File: src/rtl/fp_norm_pkg.sv
// fp_norm_pkg: shared widths, case encoding and stage-1 control payload for the normalizer
package fp_norm_pkg;
  localparam int FP_EXP_W = 8;
  localparam int FP_MAN_W = 24;
  function automatic int exp_max(input int w);
    return (1 << w) - 1;
  endfunction
  localparam int EXP_MAX = exp_max(FP_EXP_W);
  typedef enum logic [1:0] {NC_CARRY, NC_ZERO, NC_NORMAL, NC_UNDERFLOW} norm_case_t;
  typedef struct packed {
    norm_case_t nc;
    logic ovf;
    logic sticky;
  } norm_ctl_t;
endpackage

File: src/rtl/lzc.sv
// lzc: combinational leading-zero counter with all-zero flag
module lzc #(
  parameter int W = 24,
  localparam int CW = $clog2(W + 1)
) (
  input logic [W-1:0] a,
  output logic [CW-1:0] cnt,
  output logic zero
);
  always_comb begin
    cnt = CW'(W);
    for (int i = 0; i < W; i++) if (a[i]) cnt = CW'(W - 1 - i);
  end
  assign zero = ~|a;
endmodule

File: src/rtl/fp_normalizer_pipe.sv
// fp_normalizer_pipe: pipelined post-addition normalizer with valid/ready handshake
module fp_normalizer_pipe
  import fp_norm_pkg::*;
#(
  parameter int EXP_W = FP_EXP_W,
  parameter int MAN_W = FP_MAN_W,
  parameter int PIPE_STAGES = 2,
  parameter int TAG_W = 4
) (
  input logic clk,
  input logic rst,
  input logic in_valid,
  output logic in_ready,
  input logic [EXP_W-1:0] in_e,
  input logic [MAN_W:0] in_m,
  input logic [TAG_W-1:0] in_tag,
  output logic out_valid,
  input logic out_ready,
  output logic [EXP_W-1:0] out_e,
  output logic [MAN_W-1:0] out_m,
  output logic out_sticky,
  output logic out_zero,
  output logic out_denorm,
  output logic out_ovf,
  output logic [TAG_W-1:0] out_tag
);
  localparam int LW = $clog2(MAN_W + 1);
  localparam logic [EXP_W:0] EMAX = (EXP_W + 1)'(exp_max(EXP_W));
  logic [LW-1:0] lz, sh_d, sh_q;
  logic lz_zero, carry, ovf, v_q, ld_out;
  logic [EXP_W:0] e_inc;
  logic [EXP_W-1:0] e_sub, e_d, e_q;
  logic [MAN_W-1:0] m_d, m_q;
  logic [TAG_W-1:0] tag_q;
  norm_case_t nc;
  norm_ctl_t ctl_d, ctl_q;
  lzc #(.W(MAN_W)) u_lzc (.a(in_m[MAN_W-1:0]), .cnt(lz), .zero(lz_zero));
  assign carry = in_m[MAN_W];
  assign e_inc = (EXP_W + 1)'(in_e) + (EXP_W + 1)'(1);
  assign e_sub = in_e - EXP_W'(lz);
  assign ovf = carry && e_inc >= EMAX;
  assign nc = carry ? NC_CARRY : lz_zero ? NC_ZERO :
              (EXP_W + 1)'(in_e) > (EXP_W + 1)'(lz) ? NC_NORMAL : NC_UNDERFLOW;
  assign ctl_d = '{nc: nc, ovf: ovf, sticky: carry && !ovf && in_m[0]};
  assign e_d = ovf ? '1 : carry ? e_inc[EXP_W-1:0] : nc == NC_NORMAL ? e_sub : '0;
  assign m_d = ovf ? '0 : carry ? in_m[MAN_W:1] : in_m[MAN_W-1:0];
  assign sh_d = nc == NC_NORMAL ? lz :
                nc == NC_UNDERFLOW && in_e != '0 ? LW'(in_e - EXP_W'(1)) : '0;
  assign ld_out = !out_valid || out_ready;
  generate
    if (PIPE_STAGES == 2) begin : g_two
      always_ff @(posedge clk) begin
        if (rst) begin
          v_q <= 1'b0;
        end else if (in_ready) begin
          v_q <= in_valid;
          if (in_valid) begin
            ctl_q <= ctl_d;
            e_q <= e_d;
            m_q <= m_d;
            sh_q <= sh_d;
            tag_q <= in_tag;
          end
        end
      end
      assign in_ready = !v_q || ld_out;
    end else begin : g_one
      assign v_q = in_valid;
      assign ctl_q = ctl_d;
      assign e_q = e_d;
      assign m_q = m_d;
      assign sh_q = sh_d;
      assign tag_q = in_tag;
      assign in_ready = ld_out;
    end
  endgenerate
  always_ff @(posedge clk) begin
    if (rst) begin
      out_valid <= 1'b0;
      out_e <= '0;
      out_m <= '0;
      out_sticky <= 1'b0;
      out_zero <= 1'b0;
      out_denorm <= 1'b0;
      out_ovf <= 1'b0;
      out_tag <= '0;
    end else if (ld_out) begin
      out_valid <= v_q;
      if (v_q) begin
        out_e <= e_q;
        out_m <= m_q << sh_q;
        out_sticky <= ctl_q.sticky;
        out_zero <= ctl_q.nc == NC_ZERO;
        out_denorm <= ctl_q.nc == NC_UNDERFLOW;
        out_ovf <= ctl_q.ovf;
        out_tag <= tag_q;
      end
    end
  end
endmodule

File: config.mk
export PLATFORM = sky130hd
export DESIGN_NAME = fp_normalizer_pipe
export DESIGN_NICKNAME = d
export VERILOG_FILES = /design/src/rtl/fp_norm_pkg.sv /design/src/rtl/lzc.sv /design/src/rtl/fp_normalizer_pipe.sv
export SDC_FILE = /design/constraint.sdc
export NUM_CORES = 1
export LEC_CHECK = 0
export BUFFER_PORTS_ARGS = -buffer_cell sky130_fd_sc_hd__buf_4
export CAP_MARGIN = 20
export CORE_MARGIN = 2
export CORE_UTILIZATION = 50
export CTS_CLUSTER_SIZE = 40
export DETAILED_ROUTE_END_ITERATION = 8
export GPL_ROUTABILITY_DRIVEN = 0
export MAX_ROUTING_LAYER = met4
export PLACE_DENSITY = 0.78
export RECOVER_POWER = 25
export SLEW_MARGIN = 20
export SYNTH_ARGS = -nofsm -noshare
export SYNTH_HDL_FRONTEND = slang
export SYNTH_SLANG_ARGS = --single-unit
File: constraint.sdc
create_clock -name clk -period 3.3 [get_ports clk]
set_input_delay 0.825 -clock clk [delete_from_list [all_inputs] [get_ports clk]]
set_output_delay 0.825 -clock clk [all_outputs]
set_load 0.03 [all_outputs]
==> results.md, run 1 <==
* Multi-input gate area at ~0.0028 sq mm
* First-pass GRT wire length at 20620 um
* Worst hold slack at about 0.46 ns
* Max IR drop VDD at 0.2133 mV
* Critical Path, Cell by Cell: buf_4 > or4_1 > o21ai_1 > nand2_1 > a21bo_2 > ha_1 > nand3_1 > a21boi_2 > o22ai_2 > nand2b_4 > o32ai_1
* Post-synth top area cell: edfxtp_1
* Post-synth top cells: nand2_1 (53), edfxtp_1 (45), dfxtp_1 (42), nor2_1 (42), a21oi_1 (28)
* DP HPWL at 9379 um
* Yosys Warn Count at 0
* Die Area at around 0.011 sq mm
* CTS tree: done
* Worst-Margin Slew at 0.9710 ns
* Register bit count reported by yosys at 87
* Post-synthesis cell count at 526
* Worst relative slew slack at 0.3527
* Async SR Flop Fraction at 0
* Number of iterations in the first detailed-routing pass at 4
* Row count at 37
* CP required at ~3.5 ns
* Inst Count DP at roughly 740
* Most frequent cell after synthesis: nand2_1
* Number of setup buffers added after CTS at 0
* Fin Clk Skew at between 0.015 and 0.02 ns
* Synthesized cell area at 0.005256 sq mm
* Synthesis-to-finish area growth at 17.19%
* Yosys cell types at about 70
* Slowest-stage cell, CP: or4_1
* # hold bufs at CTS at 0
* Io pins at 83
* Core area at 0.01028 sq mm
* Max-Cap Viols at 0
* Critical Path Max Stage Delay at 0.59 ns
* Post-synth net total at 578
* Final Hold Vio Count at 0
* Seq/Total Area, Yosys at 0.4170
* FF/Latch Area at 0.002192 sq mm
* Max H-tree Level at 3
* DR WL/cell at 16.46 um
* Ranking of synthesized cells by area: edfxtp_1 (26%), dfxtp_1 (16%), mux4_2 (5.6%)
* Num CTS Buffers at 9
* Crit path DAT at 3.38 ns
* Final WL at around 12000 um
* EDFF count, synth at 45
* ANT cells at 0
* GRT Util Overall at 0.2310
* Setup total negative slack at 0 ns
* Non-Filler Instances at 754
* Achievable Freq at around 0.31 GHz
* Critical path class: in -> reg
* Final min period at 3.230 ns
* Worst-Skew Late Latency at 0.36 ns
* CTS Root Cell: clkbuf_8
* Finished Cell Area at 0.006160 sq mm
* Port bufs at 82
* Outcome: completed
* Ys flop type: edfxtp_1
* Largest net degree at the start of global routing at 46
* Reg2Reg Depth at 5
* Startpoint Class: input port
* Avg Cell Area, Syn at around 10 sq um
* DIE HEIGHT at 106.5 um
* Hold path depth at 2
* Endpoint class of the critical path: flop
* Share of layout cells above drive strength 1 at 0.2168
* Final Max Slew Viols at 0
* CP max FO at 12
* Antenna violations before repair at 0
* Crit share post-route at 0.9788
* Yosys top cell area share at 0.2571
* Setup violators final at 0
* Number of global-route vias before repair at 4231
* Post-DP Area at 0.006097 sq mm
* Pleak at 0.002246 uW
* Min-delay worst type: reg -> reg
* Initial cell density of the core at 0.5114
* Detail Route Antenna Nets at 0
* DR vias at 4498
* Post-CTS Resized at 0
* GR Overflow Total at 0
* Reg clk slew, reported paths at around 0.080 ns
* Starting DRT DRC Count at 261
* Final WS setup at 0.06986 ns
* Drt drc at 0
* DP Worst Slack at -0.3228 ns
* Fillcell total at 915
* PwrDens at 394.4 mW/mm^2
* Clock Path Buffers at 2
* Clk sinks at 87
* Final #Nets at 665
* Die W at approximately 110 um
* Vias per Instance at 5.966
[cells in the final DEF, fill, tap and decap left out, types with 4 or more instances in the layout]
cell      Yosys  layout
buf_4         6      71
edfxtp_1     45      45
nor3_1       14      14
ha_1         10      10
mux4_2       13      13
mux2_2        8       8
nand3b_1      7       7
o21ai_1       3       4
nand3_1       9       9
a31oi_1       4       4
clkbuf_8      0       9
nor2_1       42      42
nor4_1        6       6
nand2_1      53      53
a21oi_1      28      28
a22oi_1      11      11
clkbuf_4      0       5
dfxtp_1      42      42
xnor2_1       9       9
nor4_2        4       4
mux2i_1      22      22
a211oi_1      6       6
o21ai_0      19      18
clkbuf_1     19      38
inv_1        11      11
a22o_1       24      24
a221oi_1      4       4
o22ai_1      12      12
a311oi_1      5       5
nand2b_1      7       7
nor2b_1      10       9
o31ai_1       5       5
[metrics by stage]
stage | power (uW) | utilization
after floorplan | 1550 | -
after global placement | 1719 | 0.5933
after detailed placement | 1734 | 0.5933
after CTS | 2460 | 0.6125
after global routing | 2537 | 0.5993
final | 2429 | 0.5993
[area by class of cell]
class / instances / area share
clock inverters: 6 / 0.01138
multi-input cells: 391 / 0.4625
well taps: 136 / 0.02763
flip-flops and latches: 87 / 0.3559
repair buffers: 113 / 0.1152
clock buffers: 10 / 0.02072
inverters: 11 / 0.006703
[critical path: cells and delay by family]
kind,cells,cell delay [ns]
compound gates,5,1.06
simple gates,4,1.02
buf+inv,1,0.11
fa+ha+maj,1,0.35
[path summary, 6_finish.rpt]
| check | from | endpoint | slack (ns) |
|---|---|---|---|
| min | out_m[13] | out_m[13] | 0.46 |
| max | in_m[7] | sh_q[0] | 0.07 |
| min reg2reg | out_m[13] | out_m[13] | 0.46 |
| max reg2reg | sh_q[2] | out_m[23] | 0.72 |
[kinds of logic (layout without fill, tap and decap cells)]
family / after synthesis / after routing / synth area share
adder cells (fa/ha/maj): 11 / 11 / 0.02761
XOR/XNOR: 11 / 11 / 0.01833
multiplexers: 43 / 43 / 0.1147
AO/OA/AOI/OAI: 154 / 154 / 0.2130
AND/OR/NAND/NOR: 172 / 172 / 0.1669
buffers and inverters: 48 / 140 / 0.04237
flip-flops: 87 / 87 / 0.4170
[state kept, by name, indices dropped and copies added, names as in the netlist]
| signal | count |
|---|---|
| ctl_q | 4 |
| e_q | 8 |
| m_q | 24 |
| out_denorm | 1 |
| out_e | 8 |
| out_m | 24 |
| out_ovf | 1 |
| out_sticky | 1 |
| out_tag | 4 |
| out_valid | 1 |
| out_zero | 1 |
| sh_q | 5 |
| tag_q | 4 |
| v_q | 1 |
[per-layer routing]
layer | part of all wire | track usage | routed length (um)
met1 | 0.47 | 0.3197 | 5774
met2 | 0.46 | 0.3594 | 5754
met3 | 0.057 | 0.02514 | 712
met4 | 0.014 | 0.07421 | 172
met5 | 0 | - | 0
[power breakdown]
part	total, uW	internal (uW)	switching, uW
combinational	462	194	268
clock	734	356	378
sequential	1230	1190	39.8
Power figures use the tool's default switching activity.
==> run 2, diff against run 1 <==
--- a/config.mk
+++ b/config.mk
@@ -7,13 +7,12 @@
 export LEC_CHECK = 0
 export BUFFER_PORTS_ARGS = -buffer_cell sky130_fd_sc_hd__buf_4
 export CAP_MARGIN = 20
-export CORE_MARGIN = 2
+export CORE_MARGIN = 1.5
 export CORE_UTILIZATION = 50
 export CTS_CLUSTER_SIZE = 40
 export DETAILED_ROUTE_END_ITERATION = 8
-export GPL_ROUTABILITY_DRIVEN = 0
 export MAX_ROUTING_LAYER = met4
-export PLACE_DENSITY = 0.78
+export PLACE_DENSITY = 0.75
 export RECOVER_POWER = 25
 export SLEW_MARGIN = 20
 export SYNTH_ARGS = -nofsm -noshare
==> constraint.sdc (replaced) <==
create_clock -name clk -period 3.7 [get_ports clk]
set_input_delay 0.925 -clock clk [delete_from_list [all_inputs] [get_ports clk]]
set_output_delay 0.925 -clock clk [all_outputs]
set_load 0.03 [all_outputs]
==> results.md, run 2 (synthesized netlist as in run 1, its figures left out) <==
* Final #Nets at 646
* Most common cell after layout, fill and taps aside: nand2_1
* Final Hold Vio Count at 0
* Setup violators final at 0
* Die Area at 0.01114 sq mm
* RSZ-0062 raised after global routing: no
* # hold bufs at CTS at 0
* Crit share post-route at 0.9363
* Commonest cells after routing, fill and taps aside: nand2_1 (53), buf_4 (51), edfxtp_1 (45)
* Synthesis-to-finish area growth at 14.57%
* Num CTS Buffers at 9
* DP Worst Slack at -0.1148 ns
* Worst relative slew slack at 0.2847
* Detail Route Antenna Nets at 0
* CP max FO at 12
* Final core utilization at 0.5860
* DR vias at 4404
* CTS Root Cell: clkbuf_8
* Reg power frac at 0.512
* Final WS setup at roughly 0.24 ns
* CTS tree: done
* Number of iterations in the first detailed-routing pass at 5
* GRT Util Overall at 0.2422
* Vias per Instance at ~6
* Startpoint Class: input port
* Share of layout cells above drive strength 1 at 0.1920
* Max H-tree Level at 3
* Worst-Skew Late Latency at 0.36 ns
* Post-CTS Resized at 0
* Min-delay worst type: reg -> reg
* Antenna violations before repair at 0
* Largest net degree at the start of global routing at 39
* Port bufs at 82
* DP HPWL at 9645 um
* PwrDens at roughly 360 mW/mm^2
* CP required at between 3 and 4 ns
* Clock Path Buffers at 2
* Row count at 37
* Largest regs: m_q (24), out_m (24)
* DIE HEIGHT at around 110 um
* Achievable Freq at 0.2887 GHz
* Tot Pwr at 2144 uW
* DR WL/cell at 17.28 um
* Max-Cap Viols at 0
* Final min period at 3.464 ns
* Clk sinks at 87
* Max IR drop VDD at 0.1600 mV
* Inst Count DP at about 720
* Crit path DAT at 3.61 ns
* Drt drc at 0
* Internal at 1521 uW
* Gate power share at 0.187
* Reg clk slew, reported paths at roughly 0.090 ns
* Core area at 0.01028 sq mm
* Initial cell density of the core at 0.5114
* Non-Filler Instances at 735
* Die W at 105.5 um
* Worst-Margin Slew at 1.073 ns
* Io pins at 83
* Final WL at roughly 13000 um
* Worst hold slack at ~0.46 ns
* Critical path class: in -> reg
* Number of setup buffers added after CTS at 0
* GR Overflow Total at 0
* Sw Ratio at 0.2903
* Final Max Slew Viols at 0
* Starting DRT DRC Count at 351
* Endpoint class of the critical path: flop
* Fin Clk Skew at 0.008139 ns
* Clock share of power at 0.300
* NetSw at 622.3 uW
* Pleak at 0.002161 uW
* Number of global-route vias before repair at 4140
* Outcome: completed
* GP Congestion at 0.8751
* First-pass GRT wire length at 20960 um
* ANT cells at 0
[run 2: critical path, cell delays in order]
cell      delay, ns
buf_4          0.13
or4_1          0.59
o21ai_0        0.18
nand2_1        0.07
a21bo_2        0.24
ha_1           0.36
nand3_1        0.12
a21boi_0       0.29
o22ai_2        0.17
nand2b_4       0.23
o32ai_1        0.31
[run 2: area by class of cell]
type / count / area, sq um
clock buffer: 10 / 148.9
clock inverter: 6 / 50.05
fill: 930 / 4255
inverter: 11 / 41.29
multi-input combinational: 391 / 2845
sequential: 87 / 2192
tap: 136 / 170.2
timing repair buffer: 94 / 574.3
[run 2: routing by layer]
layer | wire length [um] | global-route usage
met4 | 229 | 0.07819
met1 | 6044 | 0.3299
met5 | 0 | -
met2 | 5834 | 0.3716
met3 | 592 | 0.04082
[run 2: power by group through the flow]
stage               clock network, uW  registers [uW]  logic (uW)
floorplan                           0            1150         235
global placement                    0            1120         406
detailed placement                  0            1120         412
finish                            643            1100         402
global route                      698            1110         438
CTS                               657            1100         414
[run 2: metrics by stage]
stage          setup TNS, ns  area [sq um]
2_1_floorplan              0          5256
3_3_place_gp               0          5947
3_5_place_dp         -0.1165          5947
4_1_cts                    0          6146
5_1_grt                    0          6022
6_report                   0          6022
[run 2: final timing paths]
kind                      to  depth (start not counted)  slack (ns)  startpoint
setup reg to reg   out_m[23]                          5        1.07     sh_q[1]
hold reg to reg   out_tag[1]                          2        0.46  out_tag[1]
setup / recovery     sh_q[0]                         11        0.24     in_m[7]
hold / removal    out_tag[1]                          2        0.46  out_tag[1]
